File: config.mk
export PLATFORM = sky130hd
export DESIGN_NAME = display_scanout
export DESIGN_NICKNAME = d
export VERILOG_FILES = /design/src/rtl/display_scanout.sv
export SDC_FILE = /design/constraint.sdc
export NUM_CORES = 1
export LEC_CHECK = 0
export ABC_CLOCK_PERIOD_IN_PS = 4560
export CAP_MARGIN = 25
export CORE_ASPECT_RATIO = 1.75
export CORE_MARGIN = 2
export CORE_UTILIZATION = 40
export DETAILED_ROUTE_END_ITERATION = 6
export PLACE_DENSITY = 0.59
export REMOVE_ABC_BUFFERS = 1
export SYNTH_ARGS = -nofsm -noshare
export SYNTH_HDL_FRONTEND = slang
export SYNTH_SLANG_ARGS = --single-unit
export TNS_END_PERCENT = 1
File: constraint.sdc
create_clock -name clk_pix -period 4.56 [get_ports clk_pix]
set_input_delay 0.456 -clock clk_pix [delete_from_list [all_inputs] [get_ports clk_pix]]
set_output_delay 0.456 -clock clk_pix [all_outputs]
set_load 0.1 [all_outputs]
File: src/rtl/display_scanout.sv
// rtl/display_scanout.sv - line-buffered pixel scan-out with FIFO and horizontal repeat
// Pixels arrive per line into a small FIFO and are replayed in step with the display position.
module display_scanout #(
  parameter int CORDW = 16,
  parameter int COLRW = 4,
  parameter int DEPTH = 16,
  parameter int SCALE = 1
) (
  input  logic                    clk_pix,
  input  logic                    rst_pix,
  input  logic signed [CORDW-1:0] disp_hres,
  input  logic signed [CORDW-1:0] disp_vres,
  input  logic signed [CORDW-1:0] disp_dx,
  input  logic signed [CORDW-1:0] disp_dy,
  input  logic                    disp_hsync,
  input  logic                    disp_vsync,
  input  logic                    disp_de,
  input  logic                    disp_frame_start,
  input  logic                    disp_line_start,
  input  logic [3*COLRW-1:0]      pix_data,
  input  logic                    pix_valid,
  output logic                    pix_ready,
  output logic                    line_req,
  output logic signed [CORDW-1:0] line_req_y,
  output logic                    vga_hsync,
  output logic                    vga_vsync,
  output logic                    vga_de,
  output logic [COLRW-1:0]        vga_r,
  output logic [COLRW-1:0]        vga_g,
  output logic [COLRW-1:0]        vga_b,
  output logic                    underflow,
  output logic                    underflow_seen
);

  localparam int AW = $clog2(DEPTH);
  localparam int CW = AW + 1;
  localparam int PW = 3 * COLRW;
  localparam int SW = (SCALE > 1) ? $clog2(SCALE) : 1;
  localparam logic [CW-1:0] FULL     = CW'(DEPTH);
  localparam logic [SW-1:0] REP_LAST = SW'(SCALE - 1);

  logic [PW-1:0]    r_mem [DEPTH];
  logic [AW-1:0]    r_wptr;
  logic [AW-1:0]    r_rptr;
  logic [CW-1:0]    r_count;
  logic [SW-1:0]    r_rep;
  logic             r_ready;
  logic             r_hsync;
  logic             r_vsync;
  logic             r_de;
  logic [PW-1:0]    r_col;
  logic             r_uf;
  logic             r_uf_seen;
  logic             r_req;
  logic [CORDW-1:0] r_req_y;

  logic          w_have;
  logic          w_show;
  logic          w_pop;
  logic          w_push;
  logic          w_req;
  logic          w_unused;
  logic [CW-1:0] w_count_nxt;

  // Width and horizontal position are only meaningful to the upstream source.
  assign w_unused = &{1'b0, disp_hres, disp_dx, disp_frame_start};

  assign w_have = (r_count != '0);
  assign w_show = disp_de && w_have;
  assign w_pop  = w_show && (r_rep == REP_LAST);
  assign w_push = pix_valid && r_ready && !disp_line_start;
  assign w_req  = disp_line_start && !disp_dy[CORDW-1] && ($signed(disp_dy) < $signed(disp_vres));

  always_comb begin
    w_count_nxt = r_count;
    if (disp_line_start) begin
      w_count_nxt = '0;
    end else if (w_push && !w_pop) begin
      w_count_nxt = r_count + CW'(1);
    end else if (!w_push && w_pop) begin
      w_count_nxt = r_count - CW'(1);
    end
  end

  always_ff @(posedge clk_pix or posedge rst_pix) begin
    if (rst_pix) begin
      r_wptr  <= '0;
      r_rptr  <= '0;
      r_count <= '0;
      r_rep   <= '0;
      r_ready <= 1'b1;
    end else begin
      r_count <= w_count_nxt;
      r_ready <= (w_count_nxt != FULL);
      // Line start discards leftovers so every line begins aligned to its own data.
      if (disp_line_start) begin
        r_wptr <= '0;
        r_rptr <= '0;
        r_rep  <= '0;
      end else begin
        if (w_push) r_wptr <= r_wptr + AW'(1);
        if (w_pop)  r_rptr <= r_rptr + AW'(1);
        if (w_show) r_rep  <= (r_rep == REP_LAST) ? '0 : r_rep + SW'(1);
      end
    end
  end

  always_ff @(posedge clk_pix) begin
    if (w_push) r_mem[r_wptr] <= pix_data;
  end

  always_ff @(posedge clk_pix or posedge rst_pix) begin
    if (rst_pix) begin
      r_hsync   <= 1'b0;
      r_vsync   <= 1'b0;
      r_de      <= 1'b0;
      r_col     <= '0;
      r_uf      <= 1'b0;
      r_uf_seen <= 1'b0;
      r_req     <= 1'b0;
      r_req_y   <= '0;
    end else begin
      r_hsync   <= disp_hsync;
      r_vsync   <= disp_vsync;
      r_de      <= disp_de;
      r_col     <= w_show ? r_mem[r_rptr] : '0;
      r_uf      <= disp_de && !w_have;
      r_uf_seen <= r_uf_seen | (disp_de && !w_have);
      r_req     <= w_req;
      if (w_req) r_req_y <= disp_dy;
    end
  end

  assign pix_ready      = r_ready;
  assign line_req       = r_req;
  assign line_req_y     = r_req_y;
  assign vga_hsync      = r_hsync;
  assign vga_vsync      = r_vsync;
  assign vga_de         = r_de;
  assign vga_r          = r_col[PW-1 -: COLRW];
  assign vga_g          = r_col[2*COLRW-1 -: COLRW];
  assign vga_b          = r_col[COLRW-1:0];
  assign underflow      = r_uf;
  assign underflow_seen = r_uf_seen;

endmodule

==> reports/results.ini, run 1 <==
[run_status]
outcome=complete, no violations

[clock_tree]
tritoncts.num_buffers=22
clock_sinks=240
cts_tree=built
post_cts.repair.setup_buffers=0
cts_repair_resize_count=0
holdBufCountCts=0
ctsHtreeMaxLevel=1
clock-root-buffer=clkbuf_16
clkLatencyLatePin_ns=0.51
clk_transition_reported_paths_ns=0.06
cts_max_path_buffers=3

[route]
average_vias_per_placed_instance=5.548
detail_route.first_pass.iterations=5
drtAntennaViolNets=0
vias=5609
avgRoutedWirePerCell_um=22.25
dr.first_iter.drc_count=556
post-route-drc-count=0
finalWirelength_um=22500

[worst_setup_path]
data_required_time_at_the_worst_endpoint_ns=5.00
timing.reg2reg.worst_path_depth=7
critPathKind=input pin to flop
rr_endpoint=pix_ready$_DFF_PP1_
critical_path.max_fanout=16
rrSetupSlack_ns=1.89
worst_setup_path_end_kind=flop
regToRegStartpoint=r_count[0]$_DFF_PP0_
cp.arrival_ns=3.53
worstSetupStartpointType=input pin

[global_route]
grt_overflow_total=0
grt_pass1_vias=6033
global_route_wire_length_before_repair_um=33930
grt_antenna_before_repair=0
grt_usage_pct=17.27
maximum_number_of_pins_on_one_net_before_global_route_repair=52

[sta]
timing_worst_slew_pin_value_ns=1.019
max-slew-margin-rel_pct=31.86
max_freq_mhz=324.1
grt_setup_unrepaired=false
final_max_slew_viol_count=0
min_period_over_period_pct=67.67
timing.final.hold_violations=0
hold-worst-slack_ns=0.3863
fin_skew_ns=0.01451
setup_viol_count_final=0
final.min_clock_period_ns=3.086
fin_tns_setup_ns=0

[synth]
synthArstFlopShare_pct=20.00
synthDistinctLibCells=51
postSynthAreaPerCell_um2=17.06
synthesized_flop_and_latch_total=240
syn_area_um2=10100
yosysWarnings=0
synth-edff-count=192
primary_flip_flop_cell_chosen_by_synthesis_mapping=edfxtp_1
syn-instance-count=592
proportion_of_synthesized_chip_area_in_sequential_cells_pct=68.97

[cells_and_area]
nets=785
finalCoreUtilization_pct=48.25
drive_gt1_share_pct=17.27
final_common_cell=edfxtp_1
instances_no_fill=1011
insertedDiodeCount=0
commonest_cells_after_routing_fill_and_taps_aside=edfxtp_1 (192), clkdlybuf4s50_1 (85), mux4_2 (60), nand2_1 (59), dfrtp_1 (45)
synthToLayoutAreaGrowth_pct=19.64

[placement]
dp_hpwl_um=14050
routabilityCongestion=0.8094
port_buffers=85
dpl.cell_count=969

[floorplanning]
starting_density_of_the_core_pct=40.33
placement_rows=77
floorplan.die.width_um=124.1
core_area_um2=25050
top_level_ports=119
die_area_um2=26590
die_y_um=214.2

[job]
max_cap_viol_count=0

[pwr]
worst_ir_drop_vdd_mv=0.2340
power.density_cell_area_nw_per_um2=510.4
power.leakage_nw=4.243
design_power_total_w=0.006169

[hold_path]
worstHoldPathCells=1
worst_min_delay_path_class=input pin to flop
min_delay_worst_endpoint=vga_vsync$_DFF_PP0_
min-delay-start=disp_vsync

[registers in the layout (all words and copies together), names as in the netlist, 4 cells and up]
name / cells
r_col: 12
r_count: 5
r_rptr: 4
r_wptr: 4
line_req_y: 16
r_mem: 192
[report_power, final]
| group | switching, W | internal (W) |
|---|---|---|
| sequential | 0.000113 | 0.00248 |
| clock | 0.000793 | 0.00110 |
| combinational | 0.00104 | 0.000636 |
| total | 0.00195 | 0.00422 |
[per-layer routing]
metal	up-vias	track usage (%)	part of all wire (%)
met4	0	7.491	3.6
met5	-	0	0
met2	208	30.95	54
met3	51	2.899	5.6
met1	2873	19.79	37
li1	2477	-	-
[stage by stage]
stage / instance area, um2 / setup WS [ns]
CTS: 12050 / 1.504
global route: 12090 / 1.340
finish: 12090 / 1.474
global placement: 11300 / 1.065
floorplan: 9965 / 1.160
detailed placement: 11300 / 0.9657
[layout make-up]
cell class,count,area (um2)
timing repair buffer,95,945.9
multi-input combinational,293,2924
fill,2102,12960
sequential,240,6973
tap,316,395.4
clock inverter,15,163.9
clock buffer,25,583.1
inverter,27,101.3
[critical path, stage by stage]
cell and delay, ns:
clkdlybuf4s50_1 0.46, inv_1 0.05, ha_1 0.31, and3_4 0.18
a221o_1 0.45, a2111o_1 0.68, nor3_4 0.68, a211o_1 0.24
[cell families after synthesis]
kind of cell	count (synthesis)	synth area share, %
buf+inv	59	2.366
flops	240	68.97
xor+xnor	9	0.7802
mux	62	13.57
fa+ha+maj	22	2.725
compound gates	53	4.261
simple gates	147	7.320
[worst max-delay path by stage]
stage	startpoint	endpoint	slack, ns	cells after the start
CTS	disp_vres[6]	line_req_y[8]$_DFFE_PP0P_	1.50	8
global placement	disp_vres[7]	line_req_y[8]$_DFFE_PP0P_	1.06	8
global route	disp_vres[6]	line_req_y[8]$_DFFE_PP0P_	1.34	8
finish	disp_vres[6]	line_req_y[8]$_DFFE_PP0P_	1.47	8
detailed placement	disp_vres[6]	line_req_y[8]$_DFFE_PP0P_	0.97	8
floorplan	r_rptr[0]$_DFFE_PP0P_	r_col[0]$_DFF_PP0_	1.16	3
[Yosys cell counts (2+ instances only)]
cell      number  area [um2]
edfxtp_1     192        5766
nand3_1        2       10.01
inv_1         27       101.4
nand2_1       59       221.5
buf_1          6       22.52
xor2_1         4       35.03
mux4_2        60        1351
a22oi_1       14       105.1
nor3_1        20       100.1
nor4_1         3       18.77
nor3b_1        2       15.01
and2_1        26       162.7
clkbuf_1      17       63.81
ha_1          22       275.3
a211o_1       15       131.4
o211ai_1       2       15.01
nand2b_1       3       18.77
xnor2_1        5       43.79
a31oi_1        3       18.77
nand4_1        4       25.02
nor2_1        15       56.30
buf_2          8       40.04
mux2i_1        2       20.02
or2_2          3       18.77
a21oi_1        5       25.02
dfrtp_1       47        1176
a21o_1         2       15.01
(Power assumes the default switching activity.)
==> run 2: changes to the inputs <==
ABC_CLOCK_PERIOD_IN_PS = 2900   (was 4560)
clock period = 2.9 ns   (was 4.56 ns; I/O delays follow)
==> run 2 against run 1 <==
  * Clock power increased by 51%
  * Utilization increased by 0.50 points
  * Final area increased by 1.0%
  * Combinational power increased by 57%
  * Critical endpoint is now pix_ready$_DFF_PP1_
  * Largest cell class unchanged
==> reports/results.ini, run 2 (synthesis results as in run 1) <==
[clock_tree]
clock_sinks=240
clk_transition_reported_paths_ns=0.07
clock-root-buffer=clkbuf_16
holdBufCountCts=0
tritoncts.num_buffers=21
cts_tree=built
clkLatencyLatePin_ns=0.50
post_cts.repair.setup_buffers=0
cts_repair_resize_count=0
cts_max_path_buffers=3
ctsHtreeMaxLevel=1

[route]
post-route-drc-count=0
average_vias_per_placed_instance=5.444
met3RoutedLength_um=1323
top_layer_reached_by_signal_wires=met4
avgRoutedWirePerCell_um=22.69
detailed_route_wire_length_on_metal_1_um=8633
wl_met2_um=12960
drtAntennaViolNets=0
finalWirelength_um=23460
dr.first_iter.drc_count=397
detail_route.first_pass.iterations=5
vias=5629

[worst_setup_path]
critPathKind=flop to flop
cell_class_contributing_the_biggest_share_of_worst_path_delay=simple AND/OR/NAND/NOR gates
timing.critical_path.from=r_count[1]$_DFF_PP0_
crit_path_cell_trace=inv_1 -> ha_1 -> or4b_2 -> and2_1 -> a31oi_1 -> mux2i_1 -> o2111ai_1
timing.reg2reg.worst_path_depth=7
worstSetupStartpointType=flop
critical_path.slowest_cell=or4b_2
cpPeakStageDelay_ns=0.63
path_buf_inv=1
cp_num_cells=7
data_required_time_at_the_worst_endpoint_ns=3.30
critical_path.max_fanout=10
critPathCapture=pix_ready$_DFF_PP1_
regToRegStartpoint=r_count[1]$_DFF_PP0_
rr_endpoint=pix_ready$_DFF_PP1_
worst_setup_path_end_kind=flop
cp.arrival_ns=2.79
rrSetupSlack_ns=0.52

[global_route]
grt_antenna_before_repair=0
global_route_wire_length_before_repair_um=35160
grt_overflow_total=0
grt_usage_pct=18.01
maximum_number_of_pins_on_one_net_before_global_route_repair=51
grt_pass1_vias=6072

[cells_and_area]
fillCellCount=2089
nets=811
drive_gt1_share_pct=24.79
final_common_cell=edfxtp_1
insertedDiodeCount=0
commonest_cells_after_routing_fill_and_taps_aside=edfxtp_1 (192), buf_4 (64), mux4_2 (60), nand2_1 (59), clkdlybuf4s50_1 (50)
registers.top_by_ff_count=r_mem
instances_no_fill=1034
synthToLayoutAreaGrowth_pct=20.89
largest_register_ff_count=192

[floorplanning]
core_area_um2=25050
placement_rows=77
die_area_um2=26590
floorplan.die.width_um=124.1
top_level_ports=119
starting_density_of_the_core_pct=40.33
die_y_um=214.2

[pwr]
design_power_total_w=0.009577
worst_ir_drop_vdd_mv=0.3557
power.leakage_nw=4.427
power.density_cell_area_nw_per_um2=784.1

[sta]
fin_skew_ns=0.006238
final_max_slew_viol_count=0
timing_worst_slew_pin_value_ns=0.9542
fin_tns_setup_ns=0
hold-worst-slack_ns=0.08850
min_period_over_period_pct=82.24
max_freq_mhz=419.3
max-slew-margin-rel_pct=36.38
setup_viol_count_final=0
final.min_clock_period_ns=2.385
grt_setup_unrepaired=false
timing.final.hold_violations=0

[placement]
dpl.cell_count=998
port_buffers=85
dp_hpwl_um=15360
routabilityCongestion=0.8276

[job]
max_cap_viol_count=0

[hold_path]
worst_min_delay_path_class=input pin to async pin

[run_status]
outcome=complete, no violations

## run 2: cell types whose count changed in the layout (fill, tap and decap cells not counted), moves of 3 or more
cell,change
buf_12,+7
clkdlybuf4s50_1,-35
inv_6,-3
buf_4,+55
## run 2: how the worst min path moves through the flow
stage / start / endpoint / slack [ns] / depth (start not counted)
detailed placement: underflow_seen$_DFF_PP0_ / underflow_seen$_DFF_PP0_ / 0.50 / 1
global route: rst_pix / r_wptr[3]$_DFFE_PP0P_ / 0.09 / 2
CTS: rst_pix / r_wptr[3]$_DFFE_PP0P_ / 0.09 / 2
global placement: underflow_seen$_DFF_PP0_ / underflow_seen$_DFF_PP0_ / 0.46 / 1
floorplan: disp_de / vga_de$_DFF_PP0_ / 0.32 / 0
finish: rst_pix / r_wptr[3]$_DFFE_PP0P_ / 0.09 / 2
## run 2: metrics by stage
| step | utilization, % | setup slack, ns | area (um2) |
|---|---|---|---|
| after floorplan | - | -0.4998 | 9965 |
| after CTS | 48.76 | 0.4852 | 12210 |
| after detailed placement | 45.96 | 0.04141 | 11510 |
| after global routing | 48.76 | 0.3159 | 12210 |
| after global placement | 45.92 | 0.07783 | 11500 |
| final | 48.76 | 0.5152 | 12210 |
## run 2: final cells by class
type	count	area [um2]	area share [%]
Sequential cell	240	6973	57.09
Timing Repair Buffer	122	1132	9.272
Inverter	27	101.3	0.8298
Clock inverter	15	173.9	1.424
Multi-Input combinational cell	293	2912	23.84
Clock buffer	21	525.5	4.303
Tap cell	316	395.4	3.237
## run 2: metal layers
| metal | track usage (%) | up-vias |
|---|---|---|
| li1 | - | 2519 |
| met1 | 20.52 | 2891 |
| met2 | 33.84 | 178 |
| met3 | 2.899 | 41 |
| met4 | 5.056 | 0 |
| met5 | 0 | - |
## run 2: where the power goes
group / switching (W) / internal (W) / leakage [nW]
registers: 0.000194 / 0.00390 / 2.35
logic: 0.00163 / 0.000994 / 1.74
clock network: 0.00118 / 0.00167 / 0.335
total: 0.00301 / 0.00657 / 4.43
